`src/rtl/simon_button_decoder.sv`:
```
// Debounced 4-button decoder for the Simon game: valid after DEBOUNCE_CYCLES+2 edges from first btn sample.
// No backpressure; valid/multi are single-cycle pulses, pressed is a level while the accepted button is held.
module simon_button_decoder #(
    parameter int DEBOUNCE_CYCLES = 500000
) (
    input  logic       clk,
    input  logic       rst_n,
    input  logic [3:0] btn,
    input  logic       enable,
    output logic [1:0] color,
    output logic       valid,
    output logic       pressed,
    output logic       multi
);

    localparam int CW = $clog2(DEBOUNCE_CYCLES);
    localparam logic [CW-1:0] CNT_MAX = CW'(DEBOUNCE_CYCLES - 1);

    typedef enum logic [1:0] {
        S_IDLE,
        S_DEBOUNCE,
        S_HELD,
        S_RELEASE
    } state_t;

    logic [3:0]    r_sync1;
    logic [3:0]    r_sync2;
    state_t        r_state;
    logic [3:0]    r_held;
    logic [CW-1:0] r_cnt;
    logic [1:0]    r_color;
    logic          r_valid;
    logic          r_pressed;
    logic          r_multi;

    logic [3:0]    w_sbtn;
    logic          w_onehot;
    logic          w_multi_hot;
    logic          w_cnt_max;
    logic [CW-1:0] w_cnt_inc;
    state_t        w_state_nxt;
    logic [3:0]    w_held_nxt;
    logic [CW-1:0] w_cnt_nxt;
    logic [1:0]    w_color_nxt;
    logic          w_valid_nxt;
    logic          w_multi_nxt;
    logic          w_pressed_nxt;

    function automatic logic [1:0] enc_color(input logic [3:0] oh);
        logic [1:0] code;
        case (oh)
            4'b0010: code = 2'd1;
            4'b0100: code = 2'd2;
            4'b1000: code = 2'd3;
            default: code = 2'd0;
        endcase
        return code;
    endfunction

    assign w_sbtn      = r_sync2;
    assign w_onehot    = (w_sbtn != 4'd0) && ((w_sbtn & (w_sbtn - 4'd1)) == 4'd0);
    assign w_multi_hot = (w_sbtn != 4'd0) && !w_onehot;
    assign w_cnt_max   = (r_cnt == CNT_MAX);
    // Saturating increment: the counter can never wrap back to zero.
    assign w_cnt_inc   = w_cnt_max ? r_cnt : r_cnt + CW'(1);

    always_comb begin
        w_state_nxt = r_state;
        w_held_nxt  = r_held;
        w_cnt_nxt   = r_cnt;
        w_color_nxt = r_color;
        w_valid_nxt = 1'b0;
        w_multi_nxt = 1'b0;
        case (r_state)
            S_IDLE: begin
                w_cnt_nxt = '0;
                if (enable && w_onehot) begin
                    w_held_nxt  = w_sbtn;
                    w_state_nxt = S_DEBOUNCE;
                end else if (enable && w_multi_hot) begin
                    w_multi_nxt = 1'b1;
                    w_state_nxt = S_RELEASE;
                end
            end
            S_DEBOUNCE: begin
                if (!enable || (w_sbtn != r_held)) begin
                    w_state_nxt = S_IDLE;
                    w_cnt_nxt   = '0;
                end else if (w_cnt_max) begin
                    w_state_nxt = S_HELD;
                    w_color_nxt = enc_color(r_held);
                    w_valid_nxt = 1'b1;
                    w_cnt_nxt   = '0;
                end else begin
                    w_cnt_nxt = w_cnt_inc;
                end
            end
            // Extra buttons and enable are ignored until everything is let go.
            S_HELD: begin
                if (w_sbtn == 4'd0) begin
                    w_state_nxt = S_RELEASE;
                    w_cnt_nxt   = '0;
                end
            end
            S_RELEASE: begin
                if (w_sbtn != 4'd0) begin
                    w_cnt_nxt = '0;
                end else if (w_cnt_max) begin
                    w_state_nxt = S_IDLE;
                    w_cnt_nxt   = '0;
                end else begin
                    w_cnt_nxt = w_cnt_inc;
                end
            end
            default: begin
                w_state_nxt = S_RELEASE;
                w_cnt_nxt   = '0;
            end
        endcase
    end

    assign w_pressed_nxt = (w_state_nxt == S_HELD);

    // Reset lands in RELEASE so a button held through reset must be let go first.
    always_ff @(posedge clk) begin
        if (!rst_n) begin
            r_sync1   <= 4'd0;
            r_sync2   <= 4'd0;
            r_state   <= S_RELEASE;
            r_held    <= 4'd0;
            r_cnt     <= '0;
            r_color   <= 2'd0;
            r_valid   <= 1'b0;
            r_pressed <= 1'b0;
            r_multi   <= 1'b0;
        end else begin
            r_sync1   <= btn;
            r_sync2   <= r_sync1;
            r_state   <= w_state_nxt;
            r_held    <= w_held_nxt;
            r_cnt     <= w_cnt_nxt;
            r_color   <= w_color_nxt;
            r_valid   <= w_valid_nxt;
            r_pressed <= w_pressed_nxt;
            r_multi   <= w_multi_nxt;
        end
    end

    assign color   = r_color;
    assign valid   = r_valid;
    assign pressed = r_pressed;
    assign multi   = r_multi;

endmodule

```
`config.mk`:
```
export PLATFORM = sky130hd
export DESIGN_NAME = simon_button_decoder
export DESIGN_NICKNAME = d
export VERILOG_FILES = /design/src/rtl/simon_button_decoder.sv
export SDC_FILE = /design/constraint.sdc
export NUM_CORES = 1
export LEC_CHECK = 0
export BUFFER_PORTS_ARGS = -buffer_cell sky130_fd_sc_hd__buf_2
export CAP_MARGIN = 15
export CELL_PAD_IN_SITES_DETAIL_PLACEMENT = 1
export CELL_PAD_IN_SITES_GLOBAL_PLACEMENT = 1
export CORE_ASPECT_RATIO = 0.8
export CORE_UTILIZATION = 45
export CTS_BUF_LIST = sky130_fd_sc_hd__clkbuf_16
export CTS_CLUSTER_DIAMETER = 50
export DETAILED_ROUTE_END_ITERATION = 16
export PLACE_DENSITY_LB_ADDON = 0.1
export REMOVE_ABC_BUFFERS = 1
export SKIP_LAST_GASP = 1
export SLEW_MARGIN = 20
export SYNTH_ARGS = -nofsm -noshare
export SYNTH_HDL_FRONTEND = slang
export SYNTH_SLANG_ARGS = --single-unit
```
`constraint.sdc`:
```
create_clock -name clk -period 2.2 [get_ports clk]
set_input_delay 0.44 -clock clk [delete_from_list [all_inputs] [get_ports clk]]
set_output_delay 0.44 -clock clk [all_outputs]
set_load 0.02 [all_outputs]
```
Word-level counts from Yosys, hierarchy flattened --
Cells that the tools add are included.
Operators by class: $add $sub $neg 2, eq/ne operators 10, muxes and demuxes 16, bitwise operators 5, reductions and logical operators 15
Operators by type and width (count):
- 19-bit 2-to-1 mux | 4
- 19-bit one-hot mux with 4 select lines | 1
- 19-bit by 1-bit adder with 19-bit output, second input constant | 1
- 19-bit == test, second input constant | 1
- 2-bit 2-to-1 mux | 7
- 4-bit zero test | 2
- 2-bit one-hot mux with 4 select lines | 1
- 2-bit == test, second input constant | 3
- 2-bit one-hot mux with 3 select lines | 1
- 3-bit OR reduction | 2
- 4-bit AND | 1
- 4-bit by 2-bit == test with 1-bit output, second input constant | 1
- 4-bit by 3-bit == test with 1-bit output, second input constant | 1
- 4-bit == test, second input constant | 1
- 1-bit logical AND | 4
- 4-bit inequality test | 1
- 1-bit inverter | 4
- 4-bit nonzero test | 1
- 4-bit by 1-bit subtractor with 4-bit output, second input constant | 1
- 3-bit AND reduction | 1
- 2-bit by 1-bit == test with 1-bit output, second input constant | 1
- 1-bit zero test | 2
- 2-bit zero test | 1
- 1-bit 2-to-1 mux | 2
- 3 further kinds | 3
Storage, ports and cells: bits in registers 38, input bits 7, output and inout port bits 5, word-level logic and storage cells 57

Logic depth before layout (Yosys ltp) --
Gate-level depths: netlist of run 1.
depth in word-level cells 11, gate-level depth with buffers 8, mapped depth without buffers 7

Least setup slack after synthesis of run 1 --
OpenSTA, ideal clock, no wires.
kind register to register, start point register r_cnt[0], end point register r_color[1] (netlist: color[1]), library setup time 0.071 ns, data arrival time 1.758 ns, required time 2.129 ns, path slack 0.371 ns, stages on the path, launching flop included 8, buffers on the path 0, clock period less this slack 1.829 ns, cells stage by stage dfxtp_1 -> ha_1 -> and4_1 -> nand4b_1 -> nor2_4 -> nand2b_4 -> or4_1 -> a21oi_1
Between the ends: word-level cells in the longest chain between the ends 2
Ends and longest elaborated chain:
- start: declaration | RTL line 30 | logic [CW-1:0] r_cnt;
- start signal: assignment | RTL line 141 | r_cnt <= w_cnt_nxt;
- 19-bit == test | RTL line 63 | assign w_cnt_max = (r_cnt == CNT_MAX);
- 3-bit AND reduction (no source line)
- end signal: assignment | RTL line 142 | r_color <= w_color_nxt;
- end: declaration | RTL line 31 | logic [1:0] r_color;
No other way between the ends. A chain may end at the register's enable or synchronous reset.

Worst setup path in the final report of run 1 --
start point register r_cnt[8], end point register r_cnt[6]
Between the ends: word-level cells in the longest chain between the ends 4, elaborated cells on any way between the ends 5, those cells by class eq/ne (1); mux (4)
Ends and longest elaborated chain:
- 19-bit == test (*) | RTL line 63
- 19-bit 2-to-1 mux (*) | RTL line 89, 108
- 19-bit 2-to-1 mux (on tied branches) | RTL line 106, 86
- 19-bit one-hot mux with 4 select lines (*) | RTL line 74 | case (r_state)
Mark *: on every way between the ends. The rest lies on a longest branch, timed or not.

==> run_results.csv, run 1 <==
group,metric,value,unit
logic_synthesis,synthArstFlopShare,0,%
setup_path,crit_slowest_cell,"nor4b_1",
cts,cts_buffer_depth,2,
timing,worst-slew-pin-transition,486,ps
floorplanning,die_y,57.8,um
layout,fin_util,58.4,%
setup_path,end_kind,"flop",
place,dp_hpwl,2.98,mm
place,dp_slack,136,ps
status,status,"completed",
logic_synthesis,synthFlopType,"dfxtp_1",
setup_path,cp_max_fo,8,
setup_path,path_cells,"nor4b_1, nand2_1, nor2_4, buf_4, a211oi_2, buf_4, a22o_1, a22o_1",
setup_path,crit_start,"r_cnt[8]",
cts,cts_hold_buffers,0,
timing,slew_viol_final,0,
power_and_ir_drop,p_total,1730,uW
floorplanning,io-pin-count,12,
cts,cts-buffers-inserted,5,
logic_synthesis,yosys_warnings,0,
route,ant_nets,0,
layout,fin_area,0.00208,mm^2
power_and_ir_drop,p_leak,0.000827,uW
setup_path,reg2reg_to,"r_cnt[6]",
place,port_buffers,11,
power_and_ir_drop,cellPowerDensity,829,mW/mm^2
timing,finalHoldViolCount,0,
global_route,antenna_found_initial,0,
setup_path,crit_path_max_incr_delay,410,ps
route,first_iter_violations,61,
floorplanning,chipWidth,71.8,um
route,vias_per_cell,5.78,
timing,setup_ws,138,ps
timing,post-route-min-period,2060,ps
global_route,grt_overflow,0,
timing,finClkSkew,6.42,ps
worst_hold_path,hold_end,"r_sync1[0]",
cts,path_clk_slew,60,ps
setup_path,reg2reg_slack,140,ps
cts,cts_root_buf,"clkbuf_16",
route,routed_wl,4.41,mm
setup_path,ff2ff_path_depth,8,
timing,finalSetupViolCount,0,
global_route,grt_max_degree,17,
route,wire_per_inst,17.3,um
floorplanning,die_area,0.00415,mm^2
setup_path,crit_required,2370,ps
timing,rsz0062_at_grt,"false",
timing,min_period_over_period,93.7,%
logic_synthesis,syn_inst,194,
cts,cts_sinks,38,
power_and_ir_drop,peakVddDrop,0.594,mV
flow_run,maxCapViolCount,0,
logic_synthesis,synth-seq-area-share,43.4,%
layout,area_delta_synth_final,18.8,%
cts,clk_latency,280,ps
timing,relSlewSlack,67.5,%
worst_hold_path,whs_path_depth,2,
route,first_pass_iters,4,
floorplanning,fp-row-count,19,
worst_hold_path,hold_path_class,"input pin to flop",
global_route,grt_pass1_wl,7.25,mm
route,vias,1474,
worst_hold_path,worstHoldStart,"btn[0]",
logic_synthesis,synth_edf_count,0,
cts,h-tree-depth,2,
route,post-route-drc-count,0,
layout,diodes,0,
place,gp_congestion,0.794,
timing,max_clock_freq,485,MHz
global_route,grt_usage,24.0,%
global_route,grt_pass1_vias,1467,
setup_path,timing.rr.start,"r_cnt[8]",
place,place_area,0.00188,mm^2
layout,fin_nets,220,
setup_path,crit_type,"flop to flop",
setup_path,crit_arrival,2230,ps
logic_synthesis,ys_ff_latch,38,
logic_synthesis,synth.distinct_cells,44,
floorplanning,start_util,49.2,%
setup_path,start_kind,"flop",
floorplanning,fp.coreArea,0.00357,mm^2
cts,cts_tree,"done",
layout,drive_gt1_share,18.3,%
logic_synthesis,syn_area,0.00175,mm^2
logic_synthesis,synthesis.area_per_instance,9.04,um^2
==> state kept, by name, summed over array words and instances, names as in the netlist <==
signal   flops
pressed      1
multi        1
valid        1
r_sync1      4
r_held       4
r_sync2      4
r_state      2
color        2
r_cnt       19
==> worst max-delay path: cells and delay by family (launching register included) <==
kind,cells,cell delay [ps]
AO/OA/AOI/OAI,3,410
buffers and inverters,2,320
AND/OR/NAND/NOR,3,810
flip-flops,1,400
==> per-stage QoR <==
stage                     hold slack [ps]  std cells  setup TNS [ps]
after floorplan                       412        184            -241
after global placement                417        246               0
after detailed placement              421        246               0
after CTS                             359        254               0
after global routing                  373        255               0
final                                 361        255               0
==> cells in the final DEF, fill, tap and decap left out, drive strengths merged, types with 2 or more instances in the layout <==
master,instances
or4,2
a22o,2
nor3b,2
a211oi,2
bufinv,2
xnor2,8
clkbuf,5
nand2b,5
and2,8
nand4,4
nor4b,2
buf,21
and4,2
nor3,11
mux2i,4
o21ai,5
nor4,4
nand2,13
xor2,12
dfxtp,38
nand3,11
inv,2
nor2,24
a21oi,6
and3,5
nand4b,2
==> final cells by class <==
class,instances,area [um^2]
multi-input cells,144,936
flip-flops and latches,38,763
fillers,414,1480
clock buffers,5,125
well taps,42,52.6
clock inverters,3,68.8
repair buffers,21,130
inverters,2,7.51
==> synthesized netlist by cell type, drive strengths merged, types with 4 or more instances <==
cell type | number | share of area [%]
nand4 | 4 | 1.8
nand2b | 5 | 2.2
nand2 | 13 | 2.8
o21ai | 5 | 1.4
xor2 | 12 | 6.0
nor3 | 11 | 3.4
nor2 | 24 | 5.6
xnor2 | 8 | 4.0
buf | 6 | 2.1
clkbuf | 4 | 0.86
mux2i | 4 | 2.3
dfxtp | 38 | 43
nand3 | 11 | 3.1
and3 | 5 | 1.8
nor4 | 4 | 2.6
and2 | 8 | 2.9
a21oi | 6 | 1.7
==> per-layer routing <==
layer	track usage [%]	up-vias	wire length [um]
li1	-	711	-
met1	31.1	718	1980
met2	39.1	35	2180
met3	5.74	10	184
met4	9.24	0	73
met5	0	-	0
==> power by group <==
part           leakage (uW)  switching (uW)  internal (uW)  total (uW)
combinational      0.000424            40.5           34.3        74.7
sequential         0.000309            13.5            699         713
clock             0.0000940             289            651         940
==> what timing repair did <==
item,4_1_cts,5_1_grt
endpoints found under the setup margin,0,10
setup buffers,0,1
gates resized for setup,0,3
==> cell families (layout without fill, tap and decap cells) <==
group / Yosys count / count (layout) / synth area share [%]
muxes: 4 / 4 / 2.28
DFF: 38 / 38 / 43.4
AOI/OAI and AO/OA: 22 / 22 / 8.42
buffers and inverters: 12 / 31 / 3.35
and+or+nand+nor: 96 / 96 / 31.3
xor gates and xnor gates: 20 / 20 / 9.99
adders and majority gates: 2 / 2 / 1.28
==> worst max path at each step <==
stage,end,slack (ps)
after floorplan,r_cnt[10],-130
after global placement,color[1],280
after detailed placement,color[1],140
after CTS,color[1],50
after global routing,color[1],3
final,r_cnt[6],140
Note: power is estimated with default switching activity, not from simulation.
==> run 2: changes to the inputs <==
CORE_UTILIZATION = 47   (was 45)
CTS_BUF_LIST = sky130_fd_sc_hd__clkbuf_8   (was sky130_fd_sc_hd__clkbuf_16)
==> run 2 against run 1 <==
Total power fell by 20%. Via count rose by 1.2%. Cell count rose by 2.4%. Critical path type unchanged. Clock skew fell by 1.2 ps. Combinational power rose by 14%. First-iteration DRC count rose by 59%. Sequential power fell by 1%. Critical path depth fell by 2. Largest power group is now registers.
==> run_results.csv, run 2 (synthesis results as in run 1) <==
group,metric,value,unit
floorplanning,fp-row-count,19,
setup_path,critPathTopFamily,"simple AND/OR/NAND/NOR gates",
global_route,grt_usage,23.5,%
worst_hold_path,whs_path_depth,2,
worst_hold_path,hold_end,"r_sync1[3]",
floorplanning,die_y,56.6,um
route,ant_nets,0,
setup_path,crit_type,"flop to flop",
place,port_buffers,11,
cts,clk_latency,300,ps
setup_path,cp_max_fo,5,
layout,fin_area,0.00206,mm^2
power_and_ir_drop,p_leak,0.000816,uW
cts,cts_tree,"done",
setup_path,reg2reg_slack,100,ps
cts,cts_hold_buffers,0,
layout,fin_nets,226,
cts,h-tree-depth,2,
global_route,grt_overflow,0,
timing,relSlewSlack,51.1,%
flow_run,maxCapViolCount,0,
floorplanning,io-pin-count,12,
setup_path,end_kind,"flop",
place,place_area,0.00192,mm^2
layout,drive_gt1_share,21.0,%
timing,rsz0062_at_grt,"false",
floorplanning,chipWidth,70.3,um
power_and_ir_drop,cellPowerDensity,675,mW/mm^2
setup_path,reg2reg_to,"color[0]",
layout,largest_register_ffs,19,
setup_path,start_kind,"flop",
route,first_iter_violations,97,
cts,cts_buffer_depth,2,
timing,finalHoldViolCount,0,
global_route,antenna_found_initial,0,
layout,fill_cells,413,
floorplanning,die_area,0.00398,mm^2
layout,fin_util,58.8,%
timing,post-route-min-period,2100,ps
layout,mostFrequentLayoutCell,"dfxtp_1",
floorplanning,start_util,50.2,%
layout,final_cell_mix,"dfxtp_1 (37), nor2_1 (23), buf_4 (16)",
timing,slew_viol_final,0,
setup_path,crit_path_max_incr_delay,510,ps
layout,regMostFlops,"r_cnt",
worst_hold_path,hold_path_class,"input pin to flop",
worst_hold_path,worstHoldStart,"btn[3]",
power_and_ir_drop,peakVddDrop,0.436,mV
setup_path,crit_slowest_cell,"nor4b_1",
setup_path,crit_start,"r_cnt[9]",
setup_path,crit_arrival,2330,ps
status,status,"completed",
setup_path,path_cells,"nor4b_1, nand2_1, nor2_4, nand2b_4, or4_1, a21oi_1",
route,vias,1491,
setup_path,crit_buf_inv,0,
timing,min_period_over_period,95.4,%
timing,finClkSkew,5.27,ps
place,gp_congestion,0.802,
floorplanning,fp.coreArea,0.00349,mm^2
global_route,grt_max_degree,17,
route,first_pass_iters,4,
layout,diodes,0,
global_route,grt_pass1_vias,1561,
cts,cts-buffers-inserted,5,
cts,cts_sinks,38,
timing,max_clock_freq,476,MHz
route,routed_wl,4.25,mm
timing,finalSetupViolCount,0,
layout,area_delta_synth_final,17.3,%
cts,path_clk_slew,80,ps
timing,worst-slew-pin-transition,731,ps
place,dp_hpwl,2.99,mm
global_route,grt_pass1_wl,7.24,mm
cts,cts_root_buf,"clkbuf_8",
setup_path,crit_required,2430,ps
route,wire_per_inst,16.3,um
power_and_ir_drop,p_total,1390,uW
route,vias_per_cell,5.71,
setup_path,ff2ff_path_depth,6,
route,post-route-drc-count,0,
setup_path,timing.rr.start,"r_cnt[9]",
## run 2: changes by cell type in the layout (fill, tap and decap cells not counted)
cell,change
clkinv_4,-1
clkinvlp_4,+2
buf_4,+6
clkbuf_16,-5
dfxtp_1,+1
o21ai_1,-1
clkbuf_8,+5
o21ai_2,+1
dfxtp_2,-1
bufinv_16,-1
nor3b_2,+1
nor3b_1,-1
## run 2: per-stage QoR
stage,std cells,setup slack (ps),hold WS (ps),setup TNS [ps]
after CTS,260,87.0,344,0
after floorplan,184,-130,412,-241
after global routing,261,2.25,334,0
final,261,101,344,0
after global placement,252,7.44,422,0
after detailed placement,252,-207,424,-589
## run 2: layout make-up
type / instances / area (um^2) / share of cell area, %
tap: 42 / 52.6 / 2.56
clock buffer: 5 / 68.8 / 3.35
multi-input combinational: 144 / 945 / 46.0
sequential: 38 / 762 / 37.1
timing repair buffer: 27 / 175 / 8.52
inverter: 2 / 7.51 / 0.365
clock inverter: 3 / 45.0 / 2.19
## run 2: per-layer routing
metal | global-route usage (%) | wire length [um]
met2 | 37.8 | 1990
met5 | 0 | 0
met1 | 30.8 | 2030
met3 | 5.57 | 161
met4 | 8.57 | 62
## run 2: report_power, final
part	internal, uW	leakage [uW]	switching (uW)
registers	698	0.000308	8.13
clock network	337	0.0000504	260
logic	38.9	0.000457	46.6
total	1070	0.000816	314
## run 2: worst max-delay path by stage
stage,endpoint,slack (ps),cells after the start
2_1_floorplan,r_cnt[10],-130,4
3_3_place_gp,r_cnt[10],7,7
3_5_place_dp,r_cnt[10],-210,7
4_1_cts,color[0],90,7
5_1_grt,color[0],2,6
6_report,color[0],100,6
## run 2: timing repair
action	in CTS	in global routing
gates resized for setup	2	2
hold endpoints to repair	0	0
setup buffers	0	1
endpoints found under the setup margin	11	11
pin swaps	0	1
==> run 3: changes to the inputs <==
GPL_TIMING_DRIVEN = 0   (was unset)
==> run 3 against run 2 <==
Non-clock buffer count decreased by 14. Register-to-register slack improved by 40 ps. Sequential share of layout area increased by 0.88 points. Total power increased by 7.9%. Clock-buffer cell count unchanged. Via count decreased by 4.9%. Critical path type unchanged. Highest routed layer unchanged.
==> run_results.csv, run 3 (synthesis results as in run 1) <==
group,metric,value,unit
layout,fin_area,0.00201,mm^2
power_and_ir_drop,peakVddDrop,0.501,mV
floorplanning,die_area,0.00398,mm^2
setup_path,cp_max_fo,8,
timing,finalHoldViolCount,0,
layout,diodes,0,
cts,cts_root_buf,"clkbuf_8",
layout,largest_register_ffs,19,
timing,finalSetupViolCount,0,
cts,cts-buffers-inserted,5,
floorplanning,io-pin-count,12,
route,wire_per_inst,16.5,um
floorplanning,start_util,50.2,%
setup_path,crit_arrival,2300,ps
route,vias,1418,
cts,cts_buffer_depth,2,
floorplanning,chipWidth,70.3,um
floorplanning,die_y,56.6,um
layout,multi_input_area,966,um^2
layout,fin_nets,212,
layout,final_cell_mix,"dfxtp_1 (37), nor2_1 (23), nand2_1 (13)",
setup_path,end_kind,"flop",
layout,area_delta_synth_final,14.6,%
route,ant_nets,0,
worst_hold_path,worstHoldStart,"btn[1]",
status,status,"completed",
power_and_ir_drop,p_total,1500,uW
route,first_pass_iters,5,
route,post-route-drc-count,0,
timing,tns,0,ps
place,port_buffers,11,
global_route,grt_use_met3,5.39,%
cts,clk_latency,300,ps
global_route,grt.met1_usage,29.8,%
global_route,grt_pass1_vias,1409,
place,dp_hpwl,2.95,mm
setup_path,crit_type,"flop to flop",
place,gp_congestion,0.768,
global_route,grt_max_degree,17,
layout,fill_cells,413,
timing,post-route-min-period,2060,ps
global_route,grt_usage,22.6,%
cts,cts_tree,"done",
route,vias_per_cell,5.74,
place,placedCellCount,238,
layout,final_cells,247,
layout,regMostFlops,"r_cnt",
place,place_area,0.00182,mm^2
layout,mostFrequentLayoutCell,"dfxtp_1",
cts,path_clk_slew,80,ps
timing,rsz0062_at_grt,"true",
timing,finClkSkew,7.98,ps
setup_path,crit_start,"r_sync2[3]",
timing,min_period_over_period,93.6,%
cts,cts_sinks,38,
global_route,grt_pass1_wl,6.83,mm
global_route,antenna_found_initial,0,
power_and_ir_drop,p_leak,0.000776,uW
setup_path,crit_required,2440,ps
floorplanning,fp.coreArea,0.00349,mm^2
worst_hold_path,hold_path_class,"input pin to flop",
setup_path,start_kind,"flop",
timing,worst-slew-pin-transition,608,ps
place,dp_slack,-312,ps
floorplanning,fp-row-count,19,
power_and_ir_drop,cellPowerDensity,746,mW/mm^2
global_route,grt_most_used_layer,"met2",
global_route,met2_usage,35.9,%
timing,setup_ws,141,ps
setup_path,timing.rr.start,"r_sync2[3]",
route,first_iter_violations,73,
route,routed_wl,4.08,mm
timing,relSlewSlack,59.4,%
global_route,grt_overflow,0,
flow_run,maxCapViolCount,0,
timing,max_clock_freq,486,MHz
cts,h-tree-depth,2,
layout,register_area,762,um^2
layout,drive_gt1_share,16.6,%
timing,slew_viol_final,0,
==> run 3: through the flow <==
| stage | hold slack (ps) | utilization, % |
|---|---|---|
| 6_report | 346 | 57.5 |
| 4_1_cts | 338 | 56.4 |
| 3_3_place_gp | 416 | 51.8 |
| 5_1_grt | 334 | 57.5 |
| 2_1_floorplan | 412 | - |
| 3_5_place_dp | 422 | 52.1 |
==> run 3: worst paths after layout <==
check / depth (start not counted) / slack [ps] / to
worst max-delay path: 6 / 140 / r_cnt[6]
worst min-delay path: 2 / 350 / r_sync1[1]
worst max register to register: 6 / 140 / r_cnt[6]
worst min register to register: 1 / 440 / r_sync2[0]
==> run 3: layout make-up <==
type | count | share of cell area [%]
clock buffer | 5 | 3.43
clock inverter | 3 | 3.43
inverter | 2 | 0.374
multi-input combinational | 144 | 48.1
sequential | 38 | 37.9
tap | 42 | 2.62
timing repair buffer | 13 | 4.11
==> run 3: metal layers <==
layer,share of wire (%),up-vias
met3,2.9,7
met4,1.4,0
li1,-,692
met5,0,-
met2,48,22
met1,48,697
==> run 3: power breakdown <==
| part | leakage [uW] | total (uW) | internal [uW] | switching [uW] |
|---|---|---|---|---|
| sequential | 0.000308 | 711 | 698 | 12.9 |
| clock | 0.0000683 | 716 | 454 | 262 |
| combinational | 0.000399 | 71.0 | 31.3 | 39.7 |
==> run 3: timing repair <==
item                       in CTS  in global routing
resized for setup               2                  4
setup buffers                   0                  1
setup endpoints to repair      13                 20
hold buffers                    0                  0
pin swaps                       0                  2
==> run 3: worst max-delay path, cell delays in order (launching register included) <==
cell and delay (ps):
dfxtp_1 540, xor2_1 140, nor3_2 210, nand4_2 200, a211oi_2 580, a22o_1 230
a22o_1 110
